<file path="config.mk">
export PLATFORM = sky130hd
export DESIGN_NAME = vga_scan_gen_flat
export DESIGN_NICKNAME = d
export VERILOG_FILES = /design/src/rtl/vga_timing_pkg.sv /design/src/rtl/vga_scan_gen_if.sv /design/src/rtl/pix_tick_div.sv /design/src/rtl/vga_scan_gen.sv /design/src/flat_wrapper.sv
export SDC_FILE = /design/constraint.sdc
export NUM_CORES = 1
export LEC_CHECK = 0
export ABC_AREA = 1
export BUFFER_PORTS_ARGS = -buffer_cell sky130_fd_sc_hd__buf_4
export CELL_PAD_IN_SITES_DETAIL_PLACEMENT = 0
export CELL_PAD_IN_SITES_GLOBAL_PLACEMENT = 1
export CORE_ASPECT_RATIO = 0.9
export CORE_MARGIN = 3
export CORE_UTILIZATION = 35
export CTS_CLUSTER_DIAMETER = 30
export DETAILED_ROUTE_END_ITERATION = 10
export PLACE_DENSITY_LB_ADDON = 0.05
export SLEW_MARGIN = 25
export SYNTH_ARGS = -nofsm -noshare
export SYNTH_HDL_FRONTEND = slang
export SYNTH_SLANG_ARGS = --single-unit
export TNS_END_PERCENT = 1
</file>
<file path="constraint.sdc">
create_clock -name clk -period 2.1 [get_ports clk]
set_input_delay 0.42 -clock clk [delete_from_list [all_inputs] [get_ports clk]]
set_output_delay 0.42 -clock clk [all_outputs]
set_load 0.02 [all_outputs]
</file>
<file path="src/rtl/vga_timing_pkg.sv">
// Shared 640x480@60 timing constants and the coordinate type for the raster scan generator.
package vga_timing_pkg;

  localparam int unsigned COORD_W = 11;
  typedef logic [COORD_W-1:0] coord_t;

  localparam int unsigned DEF_H_ACTIVE = 640;
  localparam int unsigned DEF_H_FP     = 16;
  localparam int unsigned DEF_H_SYNC   = 96;
  localparam int unsigned DEF_H_BP     = 48;
  localparam int unsigned DEF_V_ACTIVE = 480;
  localparam int unsigned DEF_V_FP     = 10;
  localparam int unsigned DEF_V_SYNC   = 2;
  localparam int unsigned DEF_V_BP     = 33;

  localparam int unsigned DEF_H_TOTAL = DEF_H_ACTIVE + DEF_H_FP + DEF_H_SYNC + DEF_H_BP;
  localparam int unsigned DEF_V_TOTAL = DEF_V_ACTIVE + DEF_V_FP + DEF_V_SYNC + DEF_V_BP;

endpackage

</file>
<file path="src/rtl/vga_scan_gen_if.sv">
// Scan outputs of vga_scan_gen bundled for pixel consumers.
// frame_cnt exists only when VGA_FRAME_CNT_EN is defined.
interface vga_scan_gen_if;
  import vga_timing_pkg::*;

  logic   pix_tick;
  coord_t visible_col;
  coord_t visible_row;
  logic   video_on;
  logic   hsync;
  logic   vsync;
  logic   frame_start;
`ifdef VGA_FRAME_CNT_EN
  logic [15:0] frame_cnt;
`endif

  modport master (
    output pix_tick, visible_col, visible_row, video_on, hsync, vsync, frame_start
`ifdef VGA_FRAME_CNT_EN
    , output frame_cnt
`endif
  );

  modport slave (
    input pix_tick, visible_col, visible_row, video_on, hsync, vsync, frame_start
`ifdef VGA_FRAME_CNT_EN
    , input frame_cnt
`endif
  );

endinterface

</file>
<file path="src/rtl/pix_tick_div.sv">
// Divides clk by PIX_DIV; tick_en is the combinational "tick on this edge" flag and
// pix_tick its registered copy, so counters clocked on tick_en move with pix_tick.
module pix_tick_div #(
  parameter int unsigned PIX_DIV = 2
) (
  input  logic clk,
  input  logic rst_n,
  output logic tick_en,
  output logic pix_tick
);

  localparam int unsigned CW = (PIX_DIV > 1) ? $clog2(PIX_DIV) : 1;
  localparam logic [CW-1:0] DIV_LAST = CW'(PIX_DIV - 1);

  logic [CW-1:0] div_cnt_q, div_cnt_d;

  assign tick_en = (div_cnt_q == DIV_LAST);

  always_comb begin
    div_cnt_d = tick_en ? '0 : div_cnt_q + 1'b1;
  end

  always_ff @(posedge clk or negedge rst_n) begin
    if (!rst_n) begin
      div_cnt_q <= '0;
      pix_tick  <= 1'b0;
    end else begin
      div_cnt_q <= div_cnt_d;
      pix_tick  <= tick_en;
    end
  end

endmodule

</file>
<file path="src/rtl/vga_scan_gen.sv">
// Raster scan generator: pixel tick, h/v counters, sync decode and visible coordinates.
// Define VGA_FRAME_CNT_EN to add a 16-bit frame counter output.
module vga_scan_gen
  import vga_timing_pkg::*;
#(
  parameter int unsigned H_ACTIVE = DEF_H_ACTIVE,
  parameter int unsigned H_FP     = DEF_H_FP,
  parameter int unsigned H_SYNC   = DEF_H_SYNC,
  parameter int unsigned H_BP     = DEF_H_BP,
  parameter int unsigned V_ACTIVE = DEF_V_ACTIVE,
  parameter int unsigned V_FP     = DEF_V_FP,
  parameter int unsigned V_SYNC   = DEF_V_SYNC,
  parameter int unsigned V_BP     = DEF_V_BP,
  parameter int unsigned PIX_DIV  = 2,
  parameter bit          SYNC_POL = 1'b0
) (
  input logic            clk,
  input logic            BTN_S_n,
  vga_scan_gen_if.master vga
);

  localparam int unsigned H_TOTAL = H_ACTIVE + H_FP + H_SYNC + H_BP;
  localparam int unsigned V_TOTAL = V_ACTIVE + V_FP + V_SYNC + V_BP;

  if (H_TOTAL >= 2 ** COORD_W || V_TOTAL >= 2 ** COORD_W) begin : g_bad_width
    $error("vga_scan_gen: timing totals must be below 2048");
  end
  if (PIX_DIV < 1) begin : g_bad_div
    $error("vga_scan_gen: PIX_DIV must be at least 1");
  end

  localparam coord_t H_LAST   = coord_t'(H_TOTAL - 1);
  localparam coord_t V_LAST   = coord_t'(V_TOTAL - 1);
  localparam coord_t H_VIS    = coord_t'(H_ACTIVE);
  localparam coord_t V_VIS    = coord_t'(V_ACTIVE);
  localparam coord_t HS_START = coord_t'(H_ACTIVE + H_FP);
  localparam coord_t HS_END   = coord_t'(H_ACTIVE + H_FP + H_SYNC);
  localparam coord_t VS_START = coord_t'(V_ACTIVE + V_FP);
  localparam coord_t VS_END   = coord_t'(V_ACTIVE + V_FP + V_SYNC);

  logic   tick_en, pix_tick;
  coord_t h_q, h_d, v_q, v_d;
  coord_t col_q, col_d, row_q, row_d;
  logic   video_on_q, video_on_d;
  logic   hsync_q, hsync_d, vsync_q, vsync_d;
  logic   frame_start_q, frame_start_d;

  pix_tick_div #(
    .PIX_DIV(PIX_DIV)
  ) u_pix_tick_div (
    .clk     (clk),
    .rst_n   (BTN_S_n),
    .tick_en (tick_en),
    .pix_tick(pix_tick)
  );

  always_comb begin
    h_d = h_q;
    v_d = v_q;
    if (tick_en) begin
      if (h_q == H_LAST) begin
        h_d = '0;
        v_d = (v_q == V_LAST) ? '0 : v_q + 1'b1;
      end else begin
        h_d = h_q + 1'b1;
      end
    end
  end

  // Decode from the next-state counters so every output lands on the counter edge.
  always_comb begin
    video_on_d    = (h_d < H_VIS) && (v_d < V_VIS);
    col_d         = video_on_d ? h_d : '0;
    row_d         = video_on_d ? v_d : '0;
    hsync_d       = ((h_d >= HS_START) && (h_d < HS_END)) ? SYNC_POL : ~SYNC_POL;
    vsync_d       = ((v_d >= VS_START) && (v_d < VS_END)) ? SYNC_POL : ~SYNC_POL;
    frame_start_d = tick_en && (h_d == '0) && (v_d == '0);
  end

  always_ff @(posedge clk or negedge BTN_S_n) begin
    if (!BTN_S_n) begin
      h_q           <= H_LAST;
      v_q           <= V_LAST;
      col_q         <= '0;
      row_q         <= '0;
      video_on_q    <= 1'b0;
      hsync_q       <= ~SYNC_POL;
      vsync_q       <= ~SYNC_POL;
      frame_start_q <= 1'b0;
    end else begin
      h_q           <= h_d;
      v_q           <= v_d;
      col_q         <= col_d;
      row_q         <= row_d;
      video_on_q    <= video_on_d;
      hsync_q       <= hsync_d;
      vsync_q       <= vsync_d;
      frame_start_q <= frame_start_d;
    end
  end

  assign vga.pix_tick    = pix_tick;
  assign vga.visible_col = col_q;
  assign vga.visible_row = row_q;
  assign vga.video_on    = video_on_q;
  assign vga.hsync       = hsync_q;
  assign vga.vsync       = vsync_q;
  assign vga.frame_start = frame_start_q;

`ifdef VGA_FRAME_CNT_EN
  logic [15:0] frame_cnt_q;

  always_ff @(posedge clk or negedge BTN_S_n) begin
    if (!BTN_S_n) begin
      frame_cnt_q <= '0;
    end else if (frame_start_d) begin
      frame_cnt_q <= frame_cnt_q + 16'd1;
    end
  end

  assign vga.frame_cnt = frame_cnt_q;
`endif

endmodule
</file>
<file path="src/flat_wrapper.sv">
// flat-port wrapper written by rule: the top's interface ports become plain ports
module vga_scan_gen_flat import vga_timing_pkg::*;
#(
  parameter int unsigned H_ACTIVE = DEF_H_ACTIVE,
  parameter int unsigned H_FP     = DEF_H_FP,
  parameter int unsigned H_SYNC   = DEF_H_SYNC,
  parameter int unsigned H_BP     = DEF_H_BP,
  parameter int unsigned V_ACTIVE = DEF_V_ACTIVE,
  parameter int unsigned V_FP     = DEF_V_FP,
  parameter int unsigned V_SYNC   = DEF_V_SYNC,
  parameter int unsigned V_BP     = DEF_V_BP,
  parameter int unsigned PIX_DIV  = 2,
  parameter bit          SYNC_POL = 1'b0
)
  (clk, BTN_S_n, vga_pix_tick, vga_visible_col, vga_visible_row, vga_video_on, vga_hsync, vga_vsync, vga_frame_start);
  vga_scan_gen_if vga_i ();
  input logic clk;
  input logic BTN_S_n;
  output wire logic [$bits(vga_i.pix_tick)-1:0] vga_pix_tick;
  output wire logic [$bits(vga_i.visible_col)-1:0] vga_visible_col;
  output wire logic [$bits(vga_i.visible_row)-1:0] vga_visible_row;
  output wire logic [$bits(vga_i.video_on)-1:0] vga_video_on;
  output wire logic [$bits(vga_i.hsync)-1:0] vga_hsync;
  output wire logic [$bits(vga_i.vsync)-1:0] vga_vsync;
  output wire logic [$bits(vga_i.frame_start)-1:0] vga_frame_start;
  assign vga_pix_tick = vga_i.pix_tick;
  assign vga_visible_col = vga_i.visible_col;
  assign vga_visible_row = vga_i.visible_row;
  assign vga_video_on = vga_i.video_on;
  assign vga_hsync = vga_i.hsync;
  assign vga_vsync = vga_i.vsync;
  assign vga_frame_start = vga_i.frame_start;
  vga_scan_gen #(.H_ACTIVE(H_ACTIVE), .H_FP(H_FP), .H_SYNC(H_SYNC), .H_BP(H_BP), .V_ACTIVE(V_ACTIVE), .V_FP(V_FP), .V_SYNC(V_SYNC), .V_BP(V_BP), .PIX_DIV(PIX_DIV), .SYNC_POL(SYNC_POL)) u_core (.clk(clk), .BTN_S_n(BTN_S_n), .vga(vga_i));
endmodule
</file>
### After elaboration in Yosys (flattened, before gate mapping)

Index checks and enable logic that the tools add are counted.

| operators by class | value |
|---|---|
| add/sub/neg operators | 3 |
| magnitude comparators | 6 |
| equality and inequality tests | 2 |
| muxes and demuxes | 10 |
| reductions and logical operators | 7 |

Operators with widths:

| operator | count |
|---|---|
| $mux 11 | 7 |
| $add 11x1->11 const B | 2 |
| $eq 11x10->1 const B | 2 |
| $logic_not 11->1 | 2 |
| $lt 11x10->1 const B | 2 |
| $lt 11x9->1 const B | 2 |
| $ge 11x10->1 const B | 1 |
| $ge 11x9->1 const B | 1 |
| $logic_and 1x1->1 | 5 |
| $mux 1 | 3 |
| $add 1x1->1 const B | 1 |

| word-level totals | value |
|---|---|
| register bits | 50 |
| bits of input ports | 2 |
| output and inout port bits | 27 |

### Longest topological paths before layout

Gate-level depths: netlist (run 1).

| depth | value |
|---|---|
| word-level depth | 7 |
| gate-level depth with buffers | 14 |
| mapped depth without buffers | 14 |

### Modules after synthesis

A second synthesis (run 1) with hierarchy kept.

| unflattened totals | value |
|---|---|
| cells, all modules | 290 |
| area, all modules | 2469.9 um2 |

By module, submodules not included:

| module | times used | cells an instance | area each (um2) |
|---|---|---|---|
| vga_scan_gen | 1 | 287 | 2416.1 |
| pix_tick_div | 1 | 3 | 53.8 |

### Worst setup path before layout (run 1)

No wires, ideal clock.

| path | value |
|---|---|
| kind | flip-flop to flip-flop |
| start | register u_core.h_q[0] |
| end | register u_core.row_q[6], in the netlist u_core.vga.visible_row[6] |
| library setup time | 0.119 ns |
| arrival | 1.818 ns |
| data required time | 1.981 ns |
| setup slack | 0.162 ns |
| cell stages (with the launch flop) | 14 |
| period minus slack after synthesis | 1.938 ns |
| cell sequence | dfstp_2 ha_1 inv_1 nor2_4 nand2_2 nor2_4 nand3_1 nand2_1 nand2_1 nor2_1 nand3_1 nand2_2 buf_6 nor2_1 |

| on the way | value |
|---|---|
| longest elaborated chain between the ends | 6 |

RTL lines:

| element | line | source |
|---|---|---|
| start, declared | vga_scan_gen.sv:42 | `coord_t h_q, h_d, v_q, v_d;` |
| start signal, assigned | vga_scan_gen.sv:82 | `h_q <= H_LAST;` |
| start signal, assigned | vga_scan_gen.sv:91 | `h_q <= h_d;` |
| $add 11x1->11 or $eq 11x10->1 (tied branches) | vga_scan_gen.sv:65, vga_scan_gen.sv:61 |  |
| $mux 11 | vga_scan_gen.sv:61 | `if (h_q == H_LAST) begin` |
| $mux 11 | vga_scan_gen.sv:60 | `if (tick_en) begin` |
| $lt 11x10->1 or $lt 11x9->1 (tied branches) | vga_scan_gen.sv:72 | `video_on_d = (h_d < H_VIS) && (v_d < V_VIS);` |
| $logic_and 1x1->1 | vga_scan_gen.sv:72 |  |
| $mux 11 (*) | vga_scan_gen.sv:74 | `row_d = video_on_d ? v_d : '0;` |
| via u_core.row_d[6] | vga_scan_gen.sv:43 | `coord_t col_q, col_d, row_q, row_d;` |
| end signal, assigned | vga_scan_gen.sv:94 | `row_q <= row_d;` |
| end, declared | vga_scan_gen.sv:43 |  |

The timed path passes the listed nets; every way through them passes the cells marked *.

### Final worst setup path (run 1)

| path | value |
|---|---|
| start | register u_core.h_q[0] |
| end | register u_core.col_q[5], in the netlist u_core.vga.visible_col[5] |

| on the way | value |
|---|---|
| longest elaborated chain between the ends | 6 |

RTL lines:

| element | line | source |
|---|---|---|
| $add 11x1->11 or $eq 11x10->1 (tied branches) | vga_scan_gen.sv:65, vga_scan_gen.sv:61 |  |
| $mux 11 | vga_scan_gen.sv:61 |  |
| $mux 11 | vga_scan_gen.sv:60 |  |
| $lt 11x10->1 or $lt 11x9->1 (tied branches) | vga_scan_gen.sv:72 |  |
| $logic_and 1x1->1 | vga_scan_gen.sv:72 |  |
| $mux 11 (*) | vga_scan_gen.sv:73 | `col_d = video_on_d ? h_d : '0;` |
| via u_core.col_d[5] | vga_scan_gen.sv:43 |  |
| end signal, assigned | vga_scan_gen.sv:93 | `col_q <= col_d;` |
| end, declared | vga_scan_gen.sv:43 |  |

Marks and branches as above.

==> impl_metrics.toml, run 1 <==
[floorplanning]
die_w_um = 94.4
start_util_pct = 36.8
die_y_um = 85.5
io_pins = 29
core_area_um2 = 6690
rows = 28
die-area_um2 = 8070

[grt]
grt_pass1_wl_um = 10500
grt_usage_pct = 17.1
grt_pass1_vias = 2036
grt_max_degree = 51
grt_remaining_overflow = 0
antenna_found_initial = 0

[place]
placed_cells = 451
dp_hpwl_um = 4540
place_congestion = 0.803
io_buffers = 28
post-place-ws_ps = -160
place_area_um2 = 2920

[route]
num_vias = 2059
wirelength_um = 6190
drc = 0
drt_iter0_drc = 96
ant_nets = 0
vias_per_cell = 4.44
wl_per_cell_um = 13.3
dr.pass1.iters = 4

[synth]
ys_seq_area_share_pct = 51.5
synth-seq-cells = 50
synth.distinct_cells = 23
synth_area_um2 = 2460
syn_inst = 315
avgSynthCellArea_um2 = 7.81
yosys_warnings = 0

[critical_path]
rrSetupSlack_ps = 10
arrival_ps = 2320
crit_chain = "ha_4 -> inv_2 -> nor2_4 -> nand2_2 -> nor2_4 -> nand4_1 -> nand3_1 -> nand2_2 -> nor2_1 -> nand2_2 -> buf_12 -> nor2_1"
r2r-start = "u_core.h_q[0]$_DFF_PN1_"
critPathLaunchType = "flop"
crit_top_cell = "nand2_2"
cp.depth = 12
path_buf_inv = 2
worstRegToRegCells = 12
cp_top_family = "simple AND/OR/NAND/NOR gates"
critPathMaxFanout = 20
endpoint = "u_core.vga.visible_col[5]$_DFF_PN0_"
reg2reg_to = "u_core.vga.visible_col[5]$_DFF_PN0_"
required_ps = 2330
critPathMaxStageDelay_ps = 560
end_kind = "flop"
crit_type = "flop to flop"
critPathLaunch = "u_core.h_q[0]$_DFF_PN1_"
slowest_stage = "dfstp_2"

[clock_tree]
clock_path_buffers = 2
clock_latency_ps = 300
cts_htree_levels = 2
cts_sinks = 50
cts-hold-fix-buffers = 0
cts_tree = "built"
numCtsBuffers = 5
root_buffer = "clkbuf_8"
clkSlewWorstSetupHoldPaths_ps = 90

[sta]
finalClockSkew_ps = 8.35
min_period_over_period_pct = 99.4
fmax_ghz = 0.479
rsz0062_at_grt = "yes"
min_period_ps = 2090
hold_slack_ps = 129
final.setup.tns_ps = 0
setup_ws_ps = 12.2
drv_slew = 0
tightest_slew_ps = 640
relSlewSlack_pct = 57.3
final_hold_viol_count = 0
setup-violations-final = 0

[finish]
multi_input_area_um2 = 1020
final_layout_size_suffix_gt1_share_pct = 29.1
layout.nets = 378
regArea_um2 = 1270
instances_no_fill = 464
finish.instance_area_um2 = 3140
diodes = 0
syn_to_final_growth_pct = 27.6
nFillCells = 694

[flow_run]
maxCapViolCount = 0

[pwr]
irDropWorstVdd_mv = 0.490
p_switching_mw = 0.351
clock_power_share_pct = 40.7
power_density_nw_per_um2 = 535
switching_share_pct = 20.9
power_frac_comb_pct = 1.7
intPower_mw = 1.33
seqPwrFrac_pct = 57.6
power_leakage_nw = 1.66

[hold_path]
min_path_type = "primary input to async pin"

[run_status]
status = "completed"
==> routing by layer <==
layer / vias up / track usage (%) / share of wire [%]
met2: 42 / 23.2 / 41
met5: - / 0 / 0
li1: 1073 / - / -
met4: 0 / 4.33 / 0.97
met3: 6 / 3.95 / 4.2
met1: 938 / 27.0 / 54
==> cell type report <==
cell class | instances | area share [%]
clock inverters | 2 | 1.24
multi-input cells | 207 | 32.6
inverters | 55 | 6.58
repair buffers | 54 | 13.3
flip-flops and latches | 50 | 40.4
well taps | 90 | 3.59
clock buffers | 6 | 2.31
==> logic make-up after synthesis <==
kind of cell    after synthesis  synth area share, %
compound gates                7                 1.58
simple gates                193                 35.0
flops                        50                 51.5
fa+ha+maj                     3                 1.53
xor+xnor                      1                0.356
buf+inv                      60                 9.92
other cells                   1                0.152
==> state kept, by name, summed over array words and instances, names as in the netlist <==
| register | count |
|---|---|
| u_core.vga.frame_start | 1 |
| u_core.u_pix_tick_div.tick_en | 1 |
| u_core.vga.video_on | 1 |
| u_core.v_q | 11 |
| u_core.vga.vsync | 1 |
| u_core.vga.visible_row | 11 |
| u_core.h_q | 11 |
| u_core.vga.visible_col | 11 |
| u_core.u_pix_tick_div.pix_tick | 1 |
| u_core.vga.hsync | 1 |
==> power by group through the flow <==
stage          clock, mW  sequential, mW  combinational, mW
3_5_place_dp           0           0.985             0.0306
3_3_place_gp           0           0.985             0.0306
2_1_floorplan          0           0.989           0.000465
4_1_cts            0.705           0.967             0.0305
6_report           0.684           0.967             0.0285
5_1_grt            0.755           0.967             0.0336
==> stage by stage <==
step	util [%]	power (mW)
after floorplan	-	0.990
after global placement	43.7	1.02
after detailed placement	43.7	1.02
after CTS	46.5	1.70
after global routing	46.9	1.76
final	46.9	1.68
==> worst reg2reg max path: stages, from the launching register on <==
cell and delay [ps]:
dfstp_2 560, ha_4 150, inv_2 50, nor2_4 180
nand2_2 90, nor2_4 190, nand4_1 110, nand3_1 140
nand2_2 90, nor2_1 120, nand2_2 80, buf_12 160
nor2_1 110
==> placed cells by master (no fill, tap or decap), types with 2 or more instances in the layout <==
| cell | Yosys | layout |
|---|---|---|
| nand3_2 | 3 | 3 |
| nand2_2 | 3 | 8 |
| buf_4 | 0 | 53 |
| nand3_1 | 25 | 24 |
| nand2_1 | 80 | 75 |
| dfrtp_1 | 38 | 38 |
| ha_1 | 3 | 2 |
| dfstp_2 | 12 | 12 |
| conb_1 | 1 | 3 |
| o21ai_0 | 4 | 4 |
| clkbuf_8 | 0 | 5 |
| nor2_4 | 2 | 5 |
| inv_1 | 50 | 49 |
| nand4_1 | 14 | 14 |
| nor2_2 | 11 | 12 |
| inv_2 | 4 | 5 |
| nor2_1 | 54 | 50 |
==> how the worst min path moves through the flow <==
stage	start	end	slack, ps	depth (start not counted)
2_1_floorplan	BTN_S_n	u_core.h_q[10]$_DFF_PN0_	120	0
3_3_place_gp	BTN_S_n	u_core.h_q[6]$_DFF_PN0_	490	1
3_5_place_dp	BTN_S_n	u_core.h_q[6]$_DFF_PN0_	490	1
4_1_cts	BTN_S_n	u_core.vga.frame_start$_DFF_PN0_	160	1
5_1_grt	BTN_S_n	u_core.h_q[6]$_DFF_PN0_	170	1
6_report	BTN_S_n	u_core.h_q[6]$_DFF_PN0_	130	1
==> cell usage after synthesis <==
library cell / number / share of area (%)
nor2_1: 54 / 8.2
nand2_2: 3 / 0.76
dfstp_2: 12 / 13
inv_1: 50 / 7.6
o21bai_1: 1 / 0.31
nor2_2: 11 / 2.8
inv_2: 4 / 0.61
xor2_1: 1 / 0.36
buf_6: 2 / 0.92
buf_2: 3 / 0.61
nor2_4: 2 / 0.92
dfrtp_1: 38 / 39
nand3_2: 3 / 1.2
nand3_1: 25 / 5.1
nand2_1: 80 / 12
a21oi_1: 1 / 0.20
conb_1: 1 / 0.15
nor3_1: 1 / 0.20
nand4_1: 14 / 3.6
o21ai_0: 4 / 0.81
ha_1: 3 / 1.5
a31oi_1: 1 / 0.25
clkinv_1: 1 / 0.15
==> timing repair <==
action	CTS	global route
endpoints found under the setup margin	22	22
resized for setup	10	8
pin swaps	3	3
buffers inserted	5	0
cloned	0	0
No activity file was read; power rests on OpenSTA's default activity.
==> run 2, diff against run 1 <==
--- a/config.mk
+++ b/config.mk
@@ -14,7 +14,8 @@
 export CORE_UTILIZATION = 35
 export CTS_CLUSTER_DIAMETER = 30
 export DETAILED_ROUTE_END_ITERATION = 10
-export PLACE_DENSITY_LB_ADDON = 0.05
+export PLACE_DENSITY_LB_ADDON = 0.1
+export SETUP_SLACK_MARGIN = 0.15
 export SLEW_MARGIN = 25
 export SYNTH_ARGS = -nofsm -noshare
 export SYNTH_HDL_FRONTEND = slang
==> impl_metrics.toml, run 2 (synthesis gave the netlist of run 1 again) <==
[critical_path]
crit_top_cell = "nand2_2"
slowest_stage = "dfstp_2"
path_buf_inv = 3
end_kind = "flop"
crit_type = "flop to flop"
reg2reg_to = "u_core.vga.visible_col[0]$_DFF_PN0_"
arrival_ps = 2390
critPathMaxStageDelay_ps = 570
r2r-start = "u_core.h_q[0]$_DFF_PN1_"
cp_top_family = "simple AND/OR/NAND/NOR gates"
required_ps = 2350
critPathLaunch = "u_core.h_q[0]$_DFF_PN1_"
crit_chain = "ha_4 -> inv_4 -> nor2_4 -> nand2_2 -> nor2_4 -> nand4_1 -> nand3_2 -> nand2_2 -> nor2_2 -> nand2_2 -> buf_12 -> buf_16 -> nor2_2"
rrSetupSlack_ps = -40
worstRegToRegCells = 13
critPathLaunchType = "flop"
critPathMaxFanout = 9

[pwr]
p_total_mw = 1.62
irDropWorstVdd_mv = 0.304
power_leakage_nw = 1.72
power_density_nw_per_um2 = 485

[sta]
final_hold_viol_count = 0
min_period_over_period_pct = 102
min_period_ps = 2140
drv_slew = 0
setup-violations-final = 20
relSlewSlack_pct = 55.5
tightest_slew_ps = 667
setup_ws_ps = -43.0
hold_slack_ps = 123
rsz0062_at_grt = "yes"
final.setup.tns_ps = -625
fmax_ghz = 0.467
finalClockSkew_ps = 5.85

[grt]
grt_usage_pct = 17.3
grt_pass1_wl_um = 10900
grt_max_degree = 51
grt_pass1_vias = 2137
antenna_found_initial = 0
grt_remaining_overflow = 0

[finish]
instances_no_fill = 475
syn_to_final_growth_pct = 35.6
layout_common_cells = "78 x nand2_1, 59 x buf_4, 48 x inv_1"
finish.instance_area_um2 = 3330
final_layout_size_suffix_gt1_share_pct = 35.1
nFillCells = 671
diodes = 0
finish.utilization_pct = 49.8
layout_commonest_cell = "nand2_1"
layout.nets = 389

[clock_tree]
clkSlewWorstSetupHoldPaths_ps = 100
cts_htree_levels = 2
cts_sinks = 50
root_buffer = "clkbuf_8"
numCtsBuffers = 5
cts-hold-fix-buffers = 0
clock_path_buffers = 2
cts_tree = "built"
clock_latency_ps = 310

[route]
wirelength_um = 6460
wl_per_cell_um = 13.6
num_vias = 2142
drt_iter0_drc = 103
dr.pass1.iters = 7
ant_nets = 0
vias_per_cell = 4.51
drc = 0

[place]
post-place-ws_ps = -83.2
place_area_um2 = 2970
io_buffers = 28
place_congestion = 0.841
placed_cells = 455
dp_hpwl_um = 4550

[floorplanning]
core_area_um2 = 6690
start_util_pct = 36.8
io_pins = 29
die_y_um = 85.5
rows = 28
die_w_um = 94.4
die-area_um2 = 8070

[run_status]
violations = "setup timing"
status = "finished with violations"

[flow_run]
maxCapViolCount = 0

[hold_path]
min_path_type = "primary input to async pin"
## run 2: changes by cell type in the layout (fill, tap and decap cells not counted), moves of 2 or more
cell	before	now
nand2_2	8	5
nor2_1	50	37
buf_4	53	59
nand3_4	1	3
nor2_4	5	8
nand2_1	75	78
nor2_2	12	22
nand3_2	3	5
buf_12	1	3
buf_6	0	2
nand3_1	24	20
## run 2: repair_timing
item / 4_1_cts / 5_1_grt
setup buffers: 11 / 0
setup endpoints to repair: 22 / 24
resized for setup: 23 / 19
pin swaps: 14 / 13
cloned: 1 / 0
## run 2: how the worst max path moves through the flow
stage	cells past startpoint	end	slack [ps]
5_1_grt	14	u_core.vga.visible_col[8]$_DFF_PN0_	-190
3_5_place_dp	12	u_core.vga.frame_start$_DFF_PN0_	-80
4_1_cts	14	u_core.vga.visible_col[7]$_DFF_PN0_	-20
3_3_place_gp	12	u_core.vga.frame_start$_DFF_PN0_	-90
2_1_floorplan	13	u_core.vga.visible_row[6]$_DFF_PN0_	160
6_report	13	u_core.vga.visible_col[0]$_DFF_PN0_	-40
## run 2: power by group
part,leakage (nW),internal (mW),switching [mW]
combinational,1.04,0.00484,0.0243
sequential,0.630,0.966,0.000865
clock,0.0478,0.272,0.349
## run 2: cell type report
cell class	instances	area [um^2]	area share, %
clock buffers	6	82.6	2.48
clock inverters	2	16.3	0.488
inverters	55	209	6.27
multi-input cells	207	1090	32.8
flip-flops and latches	50	1270	38.0
well taps	90	113	3.38
repair buffers	65	553	16.6
## run 2: layer usage
layer	vias to the layer above	share of wire (%)	track usage (%)
met4	0	0.65	3.67
met3	5	4.1	2.81
met2	34	43	25.4
li1	1096	-	-
met5	-	0	0
met1	1007	52	27.0
==> run 3, diff against run 2 <==
==> constraint.sdc (replaced) <==
create_clock -name clk -period 2.1 [get_ports clk]
set_input_delay 0.105 -clock clk [delete_from_list [all_inputs] [get_ports clk]]
set_output_delay 0.105 -clock clk [all_outputs]
set_load 0.02 [all_outputs]
==> impl_metrics.toml, run 3 (synthesis gave the netlist of run 1 again) <==
[flow_run]
maxCapViolCount = 0

[finish]
diodes = 0
layout_common_cells = "78 x nand2_1, 59 x buf_4, 48 x inv_1"
nFillCells = 671
layout_commonest_cell = "nand2_1"
finish.instance_area_um2 = 3340
syn_to_final_growth_pct = 36.0
multi_input_area_um2 = 1090
regArea_um2 = 1270
layout.nets = 390
final_layout_size_suffix_gt1_share_pct = 35.0

[floorplanning]
rows = 28
core_area_um2 = 6690
die-area_um2 = 8070
start_util_pct = 36.8
die_y_um = 85.5
die_w_um = 94.4
io_pins = 29

[place]
place_congestion = 0.841
dp_hpwl_um = 4550
post-place-ws_ps = -83.2
io_buffers = 28
place_area_um2 = 2970

[route]
drc = 0
dr.pass1.iters = 4
wirelength_um = 6450
vias_per_cell = 4.49
num_vias = 2139
ant_nets = 0
drt_iter0_drc = 96
wl_per_cell_um = 13.6

[sta]
hold_slack_ps = 356
tightest_slew_ps = 668
relSlewSlack_pct = 55.5
finalClockSkew_ps = 5.32
min_period_over_period_pct = 102
setup_ws_ps = -43.0
min_period_ps = 2140
drv_slew = 0
final_hold_viol_count = 0
setup-violations-final = 20
fmax_ghz = 0.467
rsz0062_at_grt = "yes"

[pwr]
power_frac_comb_pct = 1.9
intPower_mw = 1.24
power_density_nw_per_um2 = 484
clock_power_share_pct = 38.4
power_leakage_nw = 1.73
p_total_mw = 1.62
seqPwrFrac_pct = 59.7
switching_share_pct = 23.2
irDropWorstVdd_mv = 0.304
p_switching_mw = 0.375

[clock_tree]
cts_tree = "built"
numCtsBuffers = 5
cts_htree_levels = 2
root_buffer = "clkbuf_8"
clock_path_buffers = 2
clock_latency_ps = 310
clkSlewWorstSetupHoldPaths_ps = 100
cts_sinks = 50

[run_status]
violations = "setup timing"
status = "finished with violations"

[critical_path]
r2r-start = "u_core.h_q[0]$_DFF_PN1_"
end_kind = "flop"
worstRegToRegCells = 13
critPathMaxFanout = 9
critPathLaunch = "u_core.h_q[0]$_DFF_PN1_"
reg2reg_to = "u_core.vga.visible_col[0]$_DFF_PN0_"
crit_type = "flop to flop"
cp_top_family = "simple AND/OR/NAND/NOR gates"
path_buf_inv = 3
crit_top_cell = "nand2_2"
arrival_ps = 2390
required_ps = 2350
endpoint = "u_core.vga.visible_col[0]$_DFF_PN0_"
rrSetupSlack_ps = -40
cp.depth = 13
crit_chain = "ha_4 -> inv_4 -> nor2_4 -> nand2_2 -> nor2_4 -> nand4_1 -> nand3_2 -> nand2_2 -> nor2_2 -> nand2_2 -> buf_12 -> buf_16 -> nor2_2"
critPathMaxStageDelay_ps = 570
slowest_stage = "dfstp_2"
critPathLaunchType = "flop"

[grt]
grt_remaining_overflow = 0
antenna_found_initial = 0
grt_max_degree = 51
grt_usage_pct = 17.3
grt_pass1_wl_um = 10900
grt_pass1_vias = 2137

[hold_path]
min_path_type = "primary input to async pin"
[run 3: worst reg2reg max path, cell delays in order, from the launching register on]
cell and delay, ps:
dfstp_2 570, ha_4 170, inv_4 40, nor2_4 160, nand2_2 80, nor2_4 190
nand4_1 140, nand3_2 110, nand2_2 60, nor2_2 100, nand2_2 100, buf_12 140
buf_16 140, nor2_2 80
[run 3: layer usage]
layer	routed length [um]	global-route usage [%]	up-vias
met3	257	2.72	5
met5	0	0	-
met1	3370	27.1	1006
li1	-	-	1097
met2	2790	25.4	31
met4	42	3.67	0
[run 3: worst min path at each step]
stage / cells past startpoint / endpoint
3_5_place_dp: 1 / u_core.h_q[7]$_DFF_PN0_
2_1_floorplan: 0 / u_core.h_q[10]$_DFF_PN0_
3_3_place_gp: 1 / u_core.h_q[7]$_DFF_PN0_
5_1_grt: 2 / u_core.u_pix_tick_div.pix_tick$_DFF_PN0_
6_report: 2 / u_core.h_q[7]$_DFF_PN0_
4_1_cts: 2 / u_core.vga.visible_col[6]$_DFF_PN0_
[run 3: layout make-up]
class / instances / share of cell area (%)
flip-flops and latches: 50 / 37.9
multi-input cells: 207 / 32.7
repair buffers: 66 / 16.8
inverters: 55 / 6.25
well taps: 90 / 3.37
clock buffers: 6 / 2.47
clock inverters: 2 / 0.486
[run 3: what timing repair did]
item | in CTS | in global routing
setup buffers | 11 | 0
hold buffers | 1 | 0
gates resized for setup | 23 | 19
hold endpoints to repair | 38 | 0
cloned | 1 | 0
endpoints found under the setup margin | 22 | 24
pin swaps | 14 | 13
[run 3: stage by stage]
stage | instances | utilization, % | TNS (ps)
6_report | 476 | 50.0 | -619
4_1_cts | 476 | 49.1 | -274
2_1_floorplan | 317 | - | 0
3_5_place_dp | 455 | 44.3 | -851
5_1_grt | 476 | 50.0 | -3730
3_3_place_gp | 455 | 44.3 | -307
[run 3: power by group through the flow]
| stage | Sequential (mW) | Combinational [mW] | Clock [mW] |
|---|---|---|---|
| final | 0.967 | 0.0307 | 0.622 |
| after global routing | 0.968 | 0.0350 | 0.678 |
| after CTS | 0.967 | 0.0325 | 0.637 |
| after detailed placement | 0.985 | 0.0314 | 0 |
| after global placement | 0.985 | 0.0306 | 0 |
| after floorplan | 0.989 | 0.000465 | 0 |
